### src/rtl/step_countdown.sv
// step_countdown: loadable down-counter that counts a job of N active steps.
// All state changes on the falling edge of clk, in line with the CPU step counter.
//
// Ports:
//   clk        system clock (state updates on negedge)
//   reset      synchronous, active-high; wins over start and hold
//   start      request to load start_val and begin counting
//   start_val  number of active steps in the job (WIDTH bits)
//   hold       freezes the count while running
//   count      remaining steps
//   busy       high while the job is running
//   done       one-cycle completion pulse
module step_countdown #(
    parameter int WIDTH = 4
) (
    input  logic             clk,
    input  logic             reset,
    input  logic             start,
    input  logic [WIDTH-1:0] start_val,
    input  logic             hold,
    output logic [WIDTH-1:0] count,
    output logic             busy,
    output logic             done
);

    if (WIDTH < 2) begin : g_width_check
        $error("step_countdown: WIDTH must be at least 2");
    end

    typedef enum logic [1:0] {
        S_IDLE = 2'd0,
        S_RUN  = 2'd1,
        S_DONE = 2'd2
    } state_t;

    localparam logic [WIDTH-1:0] CNT_ZERO = '0;
    localparam logic [WIDTH-1:0] CNT_ONE  = WIDTH'(1);

    state_t           state_q;
    state_t           state_d;
    logic [WIDTH-1:0] count_q;
    logic [WIDTH-1:0] count_d;

    logic             job_zero;
    logic             last_step;

    // A zero-length job goes straight to DONE so it still produces a
    // completion pulse without ever raising busy.
    assign job_zero  = (start_val == CNT_ZERO);

    // The final decrement lands on zero; count==0 in RUN is not reachable
    // through loading, but is treated as a finished job so the counter
    // can never wrap.
    assign last_step = (count_q == CNT_ONE) || (count_q == CNT_ZERO);

    always_ff @(negedge clk) begin
        if (reset) begin
            state_q <= S_IDLE;
            count_q <= CNT_ZERO;
        end else begin
            state_q <= state_d;
            count_q <= count_d;
        end
    end

    always_comb begin
        state_d = state_q;
        count_d = count_q;

        unique case (state_q)
            S_IDLE: begin
                if (start) begin
                    count_d = start_val;
                    state_d = job_zero ? S_DONE : S_RUN;
                end
            end

            S_RUN: begin
                // start is deliberately ignored here: no reload mid-job.
                if (!hold) begin
                    if (last_step) begin
                        count_d = CNT_ZERO;
                        state_d = S_DONE;
                    end else begin
                        count_d = count_q - CNT_ONE;
                    end
                end
            end

            S_DONE: begin
                // Back-to-back jobs load straight out of DONE.
                if (start) begin
                    count_d = start_val;
                    state_d = job_zero ? S_DONE : S_RUN;
                end else begin
                    count_d = CNT_ZERO;
                    state_d = S_IDLE;
                end
            end

            default: begin
                count_d = CNT_ZERO;
                state_d = S_IDLE;
            end
        endcase
    end

    assign count = count_q;
    assign busy  = (state_q == S_RUN);
    assign done  = (state_q == S_DONE);

endmodule

### config.mk
export PLATFORM = sky130hd
export DESIGN_NAME = step_countdown
export DESIGN_NICKNAME = d
export VERILOG_FILES = /design/src/rtl/step_countdown.sv
export SDC_FILE = /design/constraint.sdc
export NUM_CORES = 1
export LEC_CHECK = 0
export ABC_CLOCK_PERIOD_IN_PS = 2330
export BUFFER_PORTS_ARGS = -buffer_cell sky130_fd_sc_hd__buf_4
export CAP_MARGIN = 20
export CORE_AREA = 2 2 39 41
export DETAILED_ROUTE_END_ITERATION = 8
export DIE_AREA = 0 0 41 43
export PLACE_DENSITY = 0.63
export SETUP_SLACK_MARGIN = 0.5
export SYNTH_ARGS = -nofsm -noshare
export SYNTH_HDL_FRONTEND = slang
export SYNTH_SLANG_ARGS = --single-unit
### constraint.sdc
create_clock -name clk -period 2.33 [get_ports clk]
set_input_delay 0.466 -clock clk [delete_from_list [all_inputs] [get_ports clk]]
set_output_delay 0.466 -clock clk [all_outputs]
set_load 0.01 [all_outputs]
==> flow_metrics.py <==
metrics = {
    "critical_path": {
        "reg2reg_slack_ns": 0.77,
        "r2r-start": "count[0]",
        "required_ns": 1.86,
        "critPathLaunchType": "flop",
        "cp.arrival_ns": 2.08,
        "r2r_end": "state_q[1]",
        "crit_path_max_fanout": 3,
        "end_kind": "output port",
        "worstSetupPathType": "reg -> out",
        "reg2reg_depth": 7,
    },
    "yosys": {
        "synthCells": 50,
        "synth_edf_count": 0,
        "synth_flop_cell": "dfxtp_1",
        "ys_seq_elements": 6,
        "ys_warn_count": 0,
        "synth-async-reset-ratio_pct": 0,
        "syn_area_sq_um": 444,
        "synth_area_leaders": "dfxtp_1 27%, ha_1 8.5%, inv_1 4.2%, nor2b_1 4.2%, o311ai_1 3.9%",
        "synthesis.nets": 61,
        "synth_top_area_share_pct": 27.0,
        "yosys.area.top_type": "dfxtp_1",
        "syn_avg_cell_area_sq_um": 8.88,
        "ys_seq_area_share_pct": 27.0,
        "synth.distinct_cells": 28,
    },
    "floorplanning": {
        "rows": 14,
        "die_y_um": 43,
        "core_sq_mm": 0.00138,
        "initial_core_util_pct": 32.1,
        "io_pins": 14,
        "die_w_um": 41,
        "die_area_sq_mm": 0.00176,
    },
    "drt": {
        "route.detailed.drc": 0,
        "wire_per_inst_um": 13.7,
        "routed_via_density": 5.22,
        "ant_nets": 0,
        "first_iter_violations": 6,
        "wl_um": 1290,
        "vias": 491,
        "drtPass1Iterations": 4,
    },
    "placement": {
        "post-dp-hpwl_um": 874,
        "post_dp_cell_area_sq_um": 628,
        "finalWeightedCongestion": 0.752,
        "io_buffers": 13,
    },
    "clock_tree": {
        "h-tree-depth": 1,
        "tritoncts": "yes",
        "worstSkewPairLatency_ns": 0.33,
        "path_clk_slew_ns": 0.07,
        "numCtsBuffers": 3,
        "cts-root-buf": "clkbuf_4",
        "clockBufferDepth": 2,
        "cts.sinks": 6,
        "cts_hold_buf": 0,
    },
    "grt": {
        "grt_pass1_vias": 520,
        "grt_max_degree": 9,
        "antenna_found_initial": 0,
        "grt_pass1_wl_um": 2150,
        "gr-usage-all-layers_pct": 17.7,
        "overflow": 0,
    },
    "timing": {
        "rsz0062_at_grt": "true",
        "tns_ns": -0.669,
        "clock-skew-final_ns": 0.0336,
        "tightest_slew_ns": 0.522,
        "final-setup-viol-count": 6,
        "hold_violations": 0,
        "max-slew-margin-rel_pct": 64.7,
        "slew_viol_final": 0,
        "layout_setup_ws_ns": -0.214,
    },
    "cells_and_area": {
        "layout_commonest_cell": "buf_4",
        "n_antenna_cell": 0,
        "most-common-layout-cells": "11 x buf_4, 9 x inv_1, 9 x buf_6",
        "nets": 91,
        "design_area_sq_um": 803,
        "area_delta_synth_final_pct": 80.8,
        "drive_gt1_share_pct": 59.0,
        "final_core_util_pct": 58.0,
    },
    "worst_hold_path": {
        "hold_end": "count[1]",
        "hp-class": "reg -> reg",
        "hp-start": "count[1]",
        "holdPathStages": 2,
    },
    "status": {
        "status": "finished with violations",
        "violations": "negative setup slack",
    },
    "power": {
        "power_mw": 0.469,
        "irDropWorstVdd_v": 0.000382,
        "p_leak_nw": 0.373,
        "power_density_mw_per_mm2": 583,
    },
    "run": {
        "cap_viol_max_count": 0,
    },
}
[final cells by class]
class | instances | area (sq um)
fill | 122 | 581
multi-input combinational | 37 | 369
timing repair buffer | 22 | 214
sequential | 6 | 140
clock buffer | 3 | 22.5
clock inverter | 6 | 22.5
tap | 16 | 20.0
inverter | 4 | 15.0
[critical path, cell delays in order, from the launching register on]
cell	delay, ns
dfxtp_4	0.35
nor2b_4	0.15
buf_6	0.11
[how the worst max path moves through the flow]
stage | from | endpoint | slack [ns]
after CTS | state_q[1] | done | -0.22
after global placement | hold | count[2] | -0.19
after global routing | state_q[0] | busy | -0.26
final | state_q[0] | busy | -0.21
after floorplan | hold | count[2] | 0.006
after detailed placement | hold | count[2] | -0.19
[flip-flops by register name, summed over array words and instances, names as in the netlist]
| name | cells |
|---|---|
| state_q | 2 |
| count | 4 |
[power by group]
group,internal [mW],switching [mW]
Sequential,0.117,0.0119
Combinational,0.104,0.0896
Clock,0.0728,0.0726
[Yosys cell counts (2+ instances only)]
library cell and n:
nor3_1 2, nor2b_1 3, a22oi_1 2, ha_1 3
nor2_1 3, a21oi_1 2, inv_1 5, dfxtp_1 6
nand2b_1 2, o21ai_1 3, o311ai_1 2
[per-layer routing]
| layer | vias to the layer above | routed length, um | global-route usage, % |
|---|---|---|---|
| met5 | - | 0 | 0 |
| met3 | 7 | 62 | 5.24 |
| li1 | 241 | - | - |
| met1 | 227 | 558 | 24.4 |
| met2 | 16 | 622 | 23.8 |
| met4 | 0 | 42 | 9.33 |
[stage by stage]
| step | hold slack, ns | std cells | setup WS, ns |
|---|---|---|---|
| floorplan | 0.514 | 50 | 0.00646 |
| global placement | 0.513 | 82 | -0.187 |
| detailed placement | 0.522 | 82 | -0.185 |
| CTS | 0.543 | 94 | -0.219 |
| global route | 0.604 | 94 | -0.257 |
| finish | 0.555 | 94 | -0.214 |
[timing repair]
item	CTS	global route
gates cloned	0	0
pin swaps	5	1
setup buffers	4	0
endpoints found under the setup margin	12	12
gates resized for setup	20	6
[cell families (layout without fill, tap and decap cells)]
family / count (synthesis) / in the layout / synth area share [%]
compound gates: 17 / 17 / 29.3
simple gates: 16 / 16 / 24.8
buf+inv: 7 / 35 / 8.45
flops: 6 / 6 / 27.0
fa+ha+maj: 3 / 3 / 8.45
xor+xnor: 1 / 1 / 1.97
(Power assumes the default switching activity.)
